`src/rtl/button_conditioner_if.sv`:
```
// Bundle of raw button inputs and conditioned outputs shared between the
// button conditioner (slave) and whatever drives/consumes it (master).
interface button_conditioner_if #(
  parameter int N_BTN = 5
);
  logic [N_BTN-1:0] btn_in;
  logic [N_BTN-1:0] btn_level;
  logic [N_BTN-1:0] btn_pulse;
  logic [N_BTN-1:0] btn_repeat;
  logic             any_pressed;

  modport master (
    output btn_in,
    input  btn_level, btn_pulse, btn_repeat, any_pressed
  );

  modport slave (
    input  btn_in,
    output btn_level, btn_pulse, btn_repeat, any_pressed
  );
endinterface

```
`src/rtl/button_conditioner.sv`:
```
// Per-button synchronizer, debouncer, press pulse and hold-to-repeat generator.
// Channels are fully independent; only any_pressed combines them.
module button_conditioner #(
  parameter int N_BTN         = 5,
  parameter int DEB_CYCLES    = 1000000,
  parameter int REPEAT_DELAY  = 50000000,
  parameter int REPEAT_PERIOD = 10000000
) (
  input logic                clk,
  input logic                rst,
  button_conditioner_if.slave btn
);
  localparam int DEB_W    = (DEB_CYCLES > 1) ? $clog2(DEB_CYCLES) : 1;
  localparam int HOLD_MAX = (REPEAT_DELAY > REPEAT_PERIOD) ? REPEAT_DELAY : REPEAT_PERIOD;
  localparam int HOLD_W   = (HOLD_MAX > 1) ? $clog2(HOLD_MAX) : 1;

  localparam logic [DEB_W-1:0]  DEB_LAST    = DEB_W'(DEB_CYCLES - 1);
  localparam logic [HOLD_W-1:0] DELAY_LAST  = HOLD_W'((REPEAT_DELAY > 0) ? REPEAT_DELAY - 1 : 0);
  localparam logic [HOLD_W-1:0] PERIOD_LAST = HOLD_W'(REPEAT_PERIOD - 1);

  localparam logic [1:0] IDLE      = 2'd0;
  localparam logic [1:0] ARMING    = 2'd1;
  localparam logic [1:0] REPEATING = 2'd2;

  logic [N_BTN-1:0] level_nxt;
  logic             any_q;

  for (genvar i = 0; i < N_BTN; i++) begin : g_chan
    logic              s1;
    logic              s2;
    logic              level;
    logic              pulse;
    logic              rpt;
    logic              accept;
    logic [DEB_W-1:0]  deb_cnt;
    logic [HOLD_W-1:0] hold_cnt;
    logic [1:0]        state;

    // The counter only runs while s2 disagrees, so reaching DEB_LAST means the
    // new level has been stable for DEB_CYCLES consecutive samples.
    assign accept       = (s2 != level) && (deb_cnt == DEB_LAST);
    assign level_nxt[i] = accept ? ~level : level;

    always_ff @(posedge clk or negedge rst) begin
      if (!rst) begin
        s1      <= 1'b0;
        s2      <= 1'b0;
        deb_cnt <= '0;
        level   <= 1'b0;
        pulse   <= 1'b0;
      end else begin
        s1 <= btn.btn_in[i];
        s2 <= s1;
        if ((s2 == level) || accept) deb_cnt <= '0;
        else                         deb_cnt <= deb_cnt + 1'b1;
        level <= level_nxt[i];
        pulse <= accept && !level;
      end
    end

    always_ff @(posedge clk or negedge rst) begin
      if (!rst) begin
        state    <= IDLE;
        hold_cnt <= '0;
        rpt      <= 1'b0;
      end else begin
        rpt <= 1'b0;
        if (accept && level) begin
          state    <= IDLE;
          hold_cnt <= '0;
        end else if (accept) begin
          state    <= ARMING;
          hold_cnt <= '0;
          rpt      <= 1'b1;
        end else begin
          case (state)
            // A zero delay parks the channel here so only the press pulse repeats.
            ARMING: begin
              if (REPEAT_DELAY != 0) begin
                if (hold_cnt == DELAY_LAST) begin
                  rpt      <= 1'b1;
                  hold_cnt <= '0;
                  state    <= REPEATING;
                end else begin
                  hold_cnt <= hold_cnt + 1'b1;
                end
              end
            end
            REPEATING: begin
              if (hold_cnt == PERIOD_LAST) begin
                rpt      <= 1'b1;
                hold_cnt <= '0;
              end else begin
                hold_cnt <= hold_cnt + 1'b1;
              end
            end
            default: begin
              state    <= IDLE;
              hold_cnt <= '0;
            end
          endcase
        end
      end
    end

    assign btn.btn_level[i]  = level;
    assign btn.btn_pulse[i]  = pulse;
    assign btn.btn_repeat[i] = rpt;
  end

  always_ff @(posedge clk or negedge rst) begin
    if (!rst) any_q <= 1'b0;
    else      any_q <= |level_nxt;
  end

  assign btn.any_pressed = any_q;
endmodule

```
`src/flat_wrapper.sv`:
```
// flat-port wrapper written by rule: the top's interface ports become plain ports
module button_conditioner_flat 
#(
  parameter int N_BTN         = 5,
  parameter int DEB_CYCLES    = 1000000,
  parameter int REPEAT_DELAY  = 50000000,
  parameter int REPEAT_PERIOD = 10000000
)
  (clk, rst, btn_btn_in, btn_btn_level, btn_btn_pulse, btn_btn_repeat, btn_any_pressed);
  button_conditioner_if #(.N_BTN(N_BTN)) btn_i ();
  input logic clk;
  input logic rst;
  input wire logic [$bits(btn_i.btn_in)-1:0] btn_btn_in;
  output wire logic [$bits(btn_i.btn_level)-1:0] btn_btn_level;
  output wire logic [$bits(btn_i.btn_pulse)-1:0] btn_btn_pulse;
  output wire logic [$bits(btn_i.btn_repeat)-1:0] btn_btn_repeat;
  output wire logic [$bits(btn_i.any_pressed)-1:0] btn_any_pressed;
  assign btn_i.btn_in = btn_btn_in;
  assign btn_btn_level = btn_i.btn_level;
  assign btn_btn_pulse = btn_i.btn_pulse;
  assign btn_btn_repeat = btn_i.btn_repeat;
  assign btn_any_pressed = btn_i.any_pressed;
  button_conditioner #(.N_BTN(N_BTN), .DEB_CYCLES(DEB_CYCLES), .REPEAT_DELAY(REPEAT_DELAY), .REPEAT_PERIOD(REPEAT_PERIOD)) u_core (.clk(clk), .rst(rst), .btn(btn_i));
endmodule
```
`config.mk`:
```
export PLATFORM = sky130hd
export DESIGN_NAME = button_conditioner_flat
export DESIGN_NICKNAME = d
export VERILOG_FILES = /design/src/rtl/button_conditioner_if.sv /design/src/rtl/button_conditioner.sv /design/src/flat_wrapper.sv
export SDC_FILE = /design/constraint.sdc
export NUM_CORES = 1
export LEC_CHECK = 0
export ABC_CLOCK_PERIOD_IN_PS = 6200
export CAP_MARGIN = 15
export CORE_MARGIN = 2
export CORE_UTILIZATION = 35
export DETAILED_ROUTE_END_ITERATION = 10
export SLEW_MARGIN = 40
export SYNTH_ARGS = -nofsm -noshare
export SYNTH_HDL_FRONTEND = slang
export SYNTH_SLANG_ARGS = --single-unit
```
`constraint.sdc`:
```
create_clock -name clk -period 6.2 [get_ports clk]
set_input_delay 1.24 -clock clk [delete_from_list [all_inputs] [get_ports clk]]
set_output_delay 1.24 -clock clk [all_outputs]
set_load 0.05 [all_outputs]
```
==> impl_metrics.ini, run 1 <==
[worst_hold_path]
hp-class = register to register

[grt]
overflow = 0
antenna_found_initial = 0
grt_pass1_vias = 9410
grt_pass1_wl_um = 45200
grt_max_degree = 105
grt_use_total_pct = 12.9

[detailed_routing]
vias = 9528
final_antenna_net_count = 0
via_per_inst = 4.95
wl_per_cell_um = 13.5
wl_um = 25900
first_iter_violations = 455
dr.pass1.iters = 4
remaining_drc_errors = 0

[cts]
cts_resized = 0
cts_buffers = 30
cts-root-buf = clkbuf_16
clk_path_buf_depth = 3
cts_sinks = 266
cts_setup_buffers = 0
insertion_delay_ns = 0.56
cts_hold_buf = 0
tritoncts = built
clkTransAtPathRegs_ns = 0.06
htree_levels = 1

[placement]
io_buffers = 22
place.gp.congestion = 0.786
pre_cts_ws_ns = 3.45
place_hpwl_um = 17000

[job]
drv_cap = 0

[critical_path]
end_kind = output port
crit_chain = clkdlybuf4s50_1
crit_family = buffers and inverters
critPathKind = register to output port
max_stage_delay_ns = 0.85
cp_slowest_cell = clkdlybuf4s50_1
crit_required_ns = 4.96
timing.critical_path.buf_inv = 1
crit_fanout = 5
crit_arrival_ns = 1.85
cp-start-kind = register

[layout]
final_cell_mix = 268 x nor2_1, 266 x dfrtp_1, 122 x xnor2_1
area_growth_pct = 11.3
final_common_cell = nor2_1
final_nets = 1428
n_antenna_cell = 0
fillCellCount = 3746
drive_above_1_share_pct = 4.67

[yosys]
syn_inst = 1390
ys_ff_latch = 266
synthFlopType = dfrtp_1
synth.avg_cell_area_um2 = 9.71
yosysTopAreaCellShare_pct = 49.3
synth_area_leaders = dfrtp_1 49%, xnor2_1 7.9%, nor2_1 7.5%
seq_area_frac_synth_pct = 49.3
ys_warn_count = 0
synth_edf_count = 0
ys_async_sr_fraction_pct = 100
mappedNetlistNets = 1422
yosysTopAreaCell = dfrtp_1
ys_types = 56
netlist_area_um2 = 13500

[timing]
slew_viol_final = 0
setup_violations = 0
clock.fmax_mhz = 323
min_period_ns = 3.09
setup_ws_ns = 3.11
tightest_slew_ns = 0.851
fin_skew_ns = 0.0111
fin_crit_sh_pct = 49.9
rsz0062_at_grt = false
tns_ns = 0
hold-worst-slack_ns = 0.354
hold_violations = 0
slew_headroom_pct = 42.7

[power_and_ir_drop]
vdd_drop_max_v = 0.000188
p_comb_share_pct = 2.0
finalPower_mw = 3.47
internal_power_mw = 2.72
p_sw_mw = 0.747
power_frac_seq_pct = 50.7
p_clk_share_pct = 47.2
powerDensity_nw_per_um2 = 231
power.share.switching_pct = 21.5
leakage_nw = 5.95

[floorplanning]
die-area_um2 = 40200
dieHeight_um = 200
pin_count = 23
core_area_um2 = 37800
chipWidth_um = 200
rows = 71
initial_core_util_pct = 35.7

[outcome]
status = completed
==> Yosys cell counts (2+ instances only) <==
library cell / count
a21o_1: 6
a21oi_1: 10
a221o_1: 5
a221oi_1: 2
a22oi_1: 2
and2_1: 14
and3_1: 35
and4_1: 28
and4b_1: 4
buf_2: 14
buf_4: 18
buf_6: 3
buf_8: 2
clkbuf_1: 15
dfrtp_1: 266
ha_1: 25
inv_1: 60
mux2_2: 2
nand2_1: 74
nand2b_1: 5
nand3_1: 82
nand3b_1: 2
nand4_1: 66
nand4b_1: 4
nor2_1: 268
nor2b_1: 4
nor3_1: 55
nor3b_1: 3
nor4_1: 32
nor4_4: 3
nor4b_1: 8
nor4bb_1: 12
o21ai_0: 8
o22a_1: 2
o22ai_1: 3
o31ai_1: 3
o41ai_1: 3
or2_2: 8
or3_1: 4
or4b_1: 2
xnor2_1: 122
xor2_1: 92
==> metrics by stage <==
| stage | instance area (um2) | std cells | util, % |
|---|---|---|---|
| global route | 15000 | 1923 | 39.7 |
| global placement | 14100 | 1873 | 37.2 |
| finish | 15000 | 1923 | 39.7 |
| CTS | 15000 | 1922 | 39.6 |
| detailed placement | 14100 | 1874 | 37.3 |
| floorplan | 13500 | 1390 | - |
==> flip-flops by register name, indices dropped and copies added (netlist names) <==
signal and count:
u_core.btn.any_pressed 1, u_core.g_chan.deb_cnt 100, u_core.g_chan.hold_cnt 130, u_core.g_chan.level 5, u_core.g_chan.pulse 5, u_core.g_chan.rpt 5
u_core.g_chan.s1 5, u_core.g_chan.s2 5, u_core.g_chan.state 10
==> logic make-up after synthesis <==
family                   count (synthesis)  share of synthesized area, %
AO/OA/AOI/OAI                           53                          2.81
XOR/XNOR                               214                          13.9
adder cells (fa/ha/maj)                 25                          2.32
buffers and inverters                  112                          4.08
flip-flops                             266                          49.3
multiplexers                             2                         0.167
AND/OR/NAND/NOR                        718                          27.4
==> path summary, 6_finish.rpt <==
| path | depth (start not counted) | slack [ns] | endpoint | from |
|---|---|---|---|---|
| max | 1 | 3.11 | btn_btn_level[0] | u_core.g_chan[0].level |
| min | 0 | 0.35 | u_core.g_chan[4].s2 | u_core.g_chan[4].s1 |
| max reg2reg | 6 | 3.39 | u_core.btn.any_pressed | u_core.g_chan[3].deb_cnt[0] |
| min reg2reg | 0 | 0.35 | u_core.g_chan[4].s2 | u_core.g_chan[4].s1 |
| max in group asynchronous | 3 | 4.53 | u_core.g_chan[0].deb_cnt[13] | rst |
| min in group asynchronous | 1 | 0.55 | u_core.g_chan[4].hold_cnt[12] | rst |
==> layer usage <==
layer / wire length, um / track usage, % / vias to the layer above
li1: - / - / 4751
met1: 12900 / 18.0 / 4630
met2: 11600 / 20.8 / 106
met3: 885 / 2.47 / 41
met4: 511 / 3.12 / 0
met5: 0 / 0 / -
==> power by group through the flow <==
| stage | registers, mW | logic, mW | clock network (mW) |
|---|---|---|---|
| global placement | 1.79 | 0.0693 | 0 |
| CTS | 1.76 | 0.0729 | 1.70 |
| detailed placement | 1.79 | 0.0724 | 0 |
| floorplan | 1.79 | 0.0242 | 0 |
| global route | 1.76 | 0.0828 | 1.78 |
| finish | 1.76 | 0.0705 | 1.64 |
==> layout make-up <==
type	instances	area, um2	area share [%]
clock buffers	46	872	5.81
clock inverters	2	16.3	0.108
inverters	60	225	1.50
multi-input cells	1012	6300	42.0
flip-flops and latches	266	6660	44.3
well taps	511	639	4.26
repair buffers	26	308	2.05
(Power assumes the default switching activity.)
==> inputs of run 2 (changes only) <==
--- a/config.mk
+++ b/config.mk
@@ -5,7 +5,7 @@
 export SDC_FILE = /design/constraint.sdc
 export NUM_CORES = 1
 export LEC_CHECK = 0
-export ABC_CLOCK_PERIOD_IN_PS = 6200
+export ABC_CLOCK_PERIOD_IN_PS = 2900
 export CAP_MARGIN = 15
 export CORE_MARGIN = 2
 export CORE_UTILIZATION = 35
==> constraint.sdc (replaced) <==
create_clock -name clk -period 2.9 [get_ports clk]
set_input_delay 0.58 -clock clk [delete_from_list [all_inputs] [get_ports clk]]
set_output_delay 0.58 -clock clk [all_outputs]
set_load 0.05 [all_outputs]
==> impl_metrics.ini, run 2 (synthesis gave the netlist of run 1 again) <==
[outcome]
status = completed

[critical_path]
critPathKind = register to register
critPathMostFrequentCell = nor4_1
max_stage_delay_ns = 0.57
worst_r2r_path_depth = 7
rr_startpoint = u_core.g_chan[3].deb_cnt[0]
critPathLaunch = u_core.g_chan[3].deb_cnt[0]
crit_arrival_ns = 3.02
cp-start-kind = register
ff2ff_setup_slack_ns = 0.31
end_kind = register
timing.rr.end = u_core.btn.any_pressed
cp_slowest_cell = nor4_1
crit_required_ns = 3.33
crit_chain = ha_1, nand4_1, nor4_1, a21oi_1, nor4_1, buf_4, or4b_1
crit_fanout = 4

[floorplanning]
initial_core_util_pct = 35.7
rows = 71
die-area_um2 = 40200
dieHeight_um = 200
pin_count = 23
core_area_um2 = 37800
chipWidth_um = 200

[power_and_ir_drop]
vdd_drop_max_v = 0.000347
p_comb_share_pct = 1.9
leakage_nw = 6.11
power_frac_seq_pct = 46.2
internal_power_mw = 6.41
powerDensity_nw_per_um2 = 530
p_sw_mw = 1.72
finalPower_mw = 8.13
p_clk_share_pct = 51.8
power.share.switching_pct = 21.2

[timing]
min_period_ns = 2.59
rsz0062_at_grt = false
fin_crit_sh_pct = 89.3
tightest_slew_ns = 0.830
setup_violations = 0
clock.fmax_mhz = 386
tns_ns = 0
fin_skew_ns = 0.0147
setup_ws_ns = 0.309
slew_viol_final = 0
hold_violations = 0
slew_headroom_pct = 44.1

[worst_hold_path]
whs_endpoint = u_core.g_chan[0].s2
hold_depth = 0
min-delay-start = u_core.g_chan[0].s1
hp-class = register to register

[layout]
final_common_cell = nor2_1
drive_above_1_share_pct = 6.49
area_growth_pct = 13.5
n_antenna_cell = 0
top_register = u_core.g_chan.hold_cnt
largest_registers = u_core.g_chan.hold_cnt: 130 flops, u_core.g_chan.deb_cnt: 100 flops, u_core.g_chan.state: 10 flops
final_nets = 1442
stdcell_area_um2 = 15300
fillCellCount = 3753
register_area_um2 = 6660
multiInputGateArea_um2 = 6300
largest_reg_flops = 130
final_cell_mix = 268 x nor2_1, 266 x dfrtp_1, 122 x xnor2_1

[detailed_routing]
wl_um = 25900
vias = 9615
dr.pass1.iters = 5
via_per_inst = 4.94
first_iter_violations = 533
wl_per_cell_um = 13.3
final_antenna_net_count = 0
remaining_drc_errors = 0

[placement]
place.gp.congestion = 0.806
place_hpwl_um = 17200
pre_cts_ws_ns = 0.333
placed_area_um2 = 14200
io_buffers = 22

[cts]
tritoncts = built
cts-root-buf = clkbuf_16
clkTransAtPathRegs_ns = 0.07
cts_resized = 0
insertion_delay_ns = 0.57
cts_sinks = 266
cts_buffers = 30
clk_path_buf_depth = 3
htree_levels = 1

[grt]
overflow = 0
grt_max_degree = 69
antenna_found_initial = 0
grt_pass1_wl_um = 45800
grt_pass1_vias = 9522
grt_use_total_pct = 13.1

[job]
drv_cap = 0
[run 2: critical path: cells and delay by family (launching register included)]
family	cells	cell delay [ns]
AO/OA/AOI/OAI	1	0.16
AND/OR/NAND/NOR	4	1.49
flip-flops	1	0.39
buffers and inverters	1	0.19
adder cells (fa/ha/maj)	1	0.22
[run 2: what timing repair did]
item,CTS,global route
hold buffers,1,0
setup buffers,0,0
endpoints found under the hold margin,51,0
[run 2: worst max-delay path by stage]
stage,slack (ns),end
3_5_place_dp,0.33,u_core.btn.any_pressed
2_1_floorplan,0.52,u_core.btn.any_pressed
4_1_cts,0.31,u_core.btn.any_pressed
5_1_grt,0.15,u_core.btn.any_pressed
3_3_place_gp,0.42,u_core.btn.any_pressed
6_report,0.31,u_core.btn.any_pressed
[run 2: final cells by class]
cell class / instances / share of cell area [%]
sequential: 266 / 43.4
multi-input combinational: 1012 / 41.1
clock buffer: 38 / 5.63
tap: 511 / 4.17
timing repair buffer: 40 / 2.53
clock inverter: 18 / 1.67
inverter: 60 / 1.47
[run 2: power by group through the flow]
stage | Combinational, mW | Clock, mW | Sequential, mW
floorplan | 0.0518 | 0 | 3.82
global placement | 0.161 | 0 | 3.82
detailed placement | 0.164 | 0 | 3.83
CTS | 0.166 | 4.34 | 3.76
global route | 0.186 | 4.48 | 3.76
finish | 0.156 | 4.21 | 3.76
[run 2: layer usage]
layer	vias to the layer above	share of wire (%)	track usage, %
met3	42	3.3	2.26
met4	0	2.1	3.28
met5	-	0	0
li1	4791	-	-
met1	4674	50	18.7
met2	108	44	20.7
[run 2: stage by stage]
stage,utilization [%],hold WS (ns),cells
floorplan,-,0.284,1390
global placement,37.5,0.332,1888
detailed placement,37.5,0.335,1888
CTS,40.5,0.349,1945
global route,40.5,0.362,1945
finish,40.5,0.348,1945
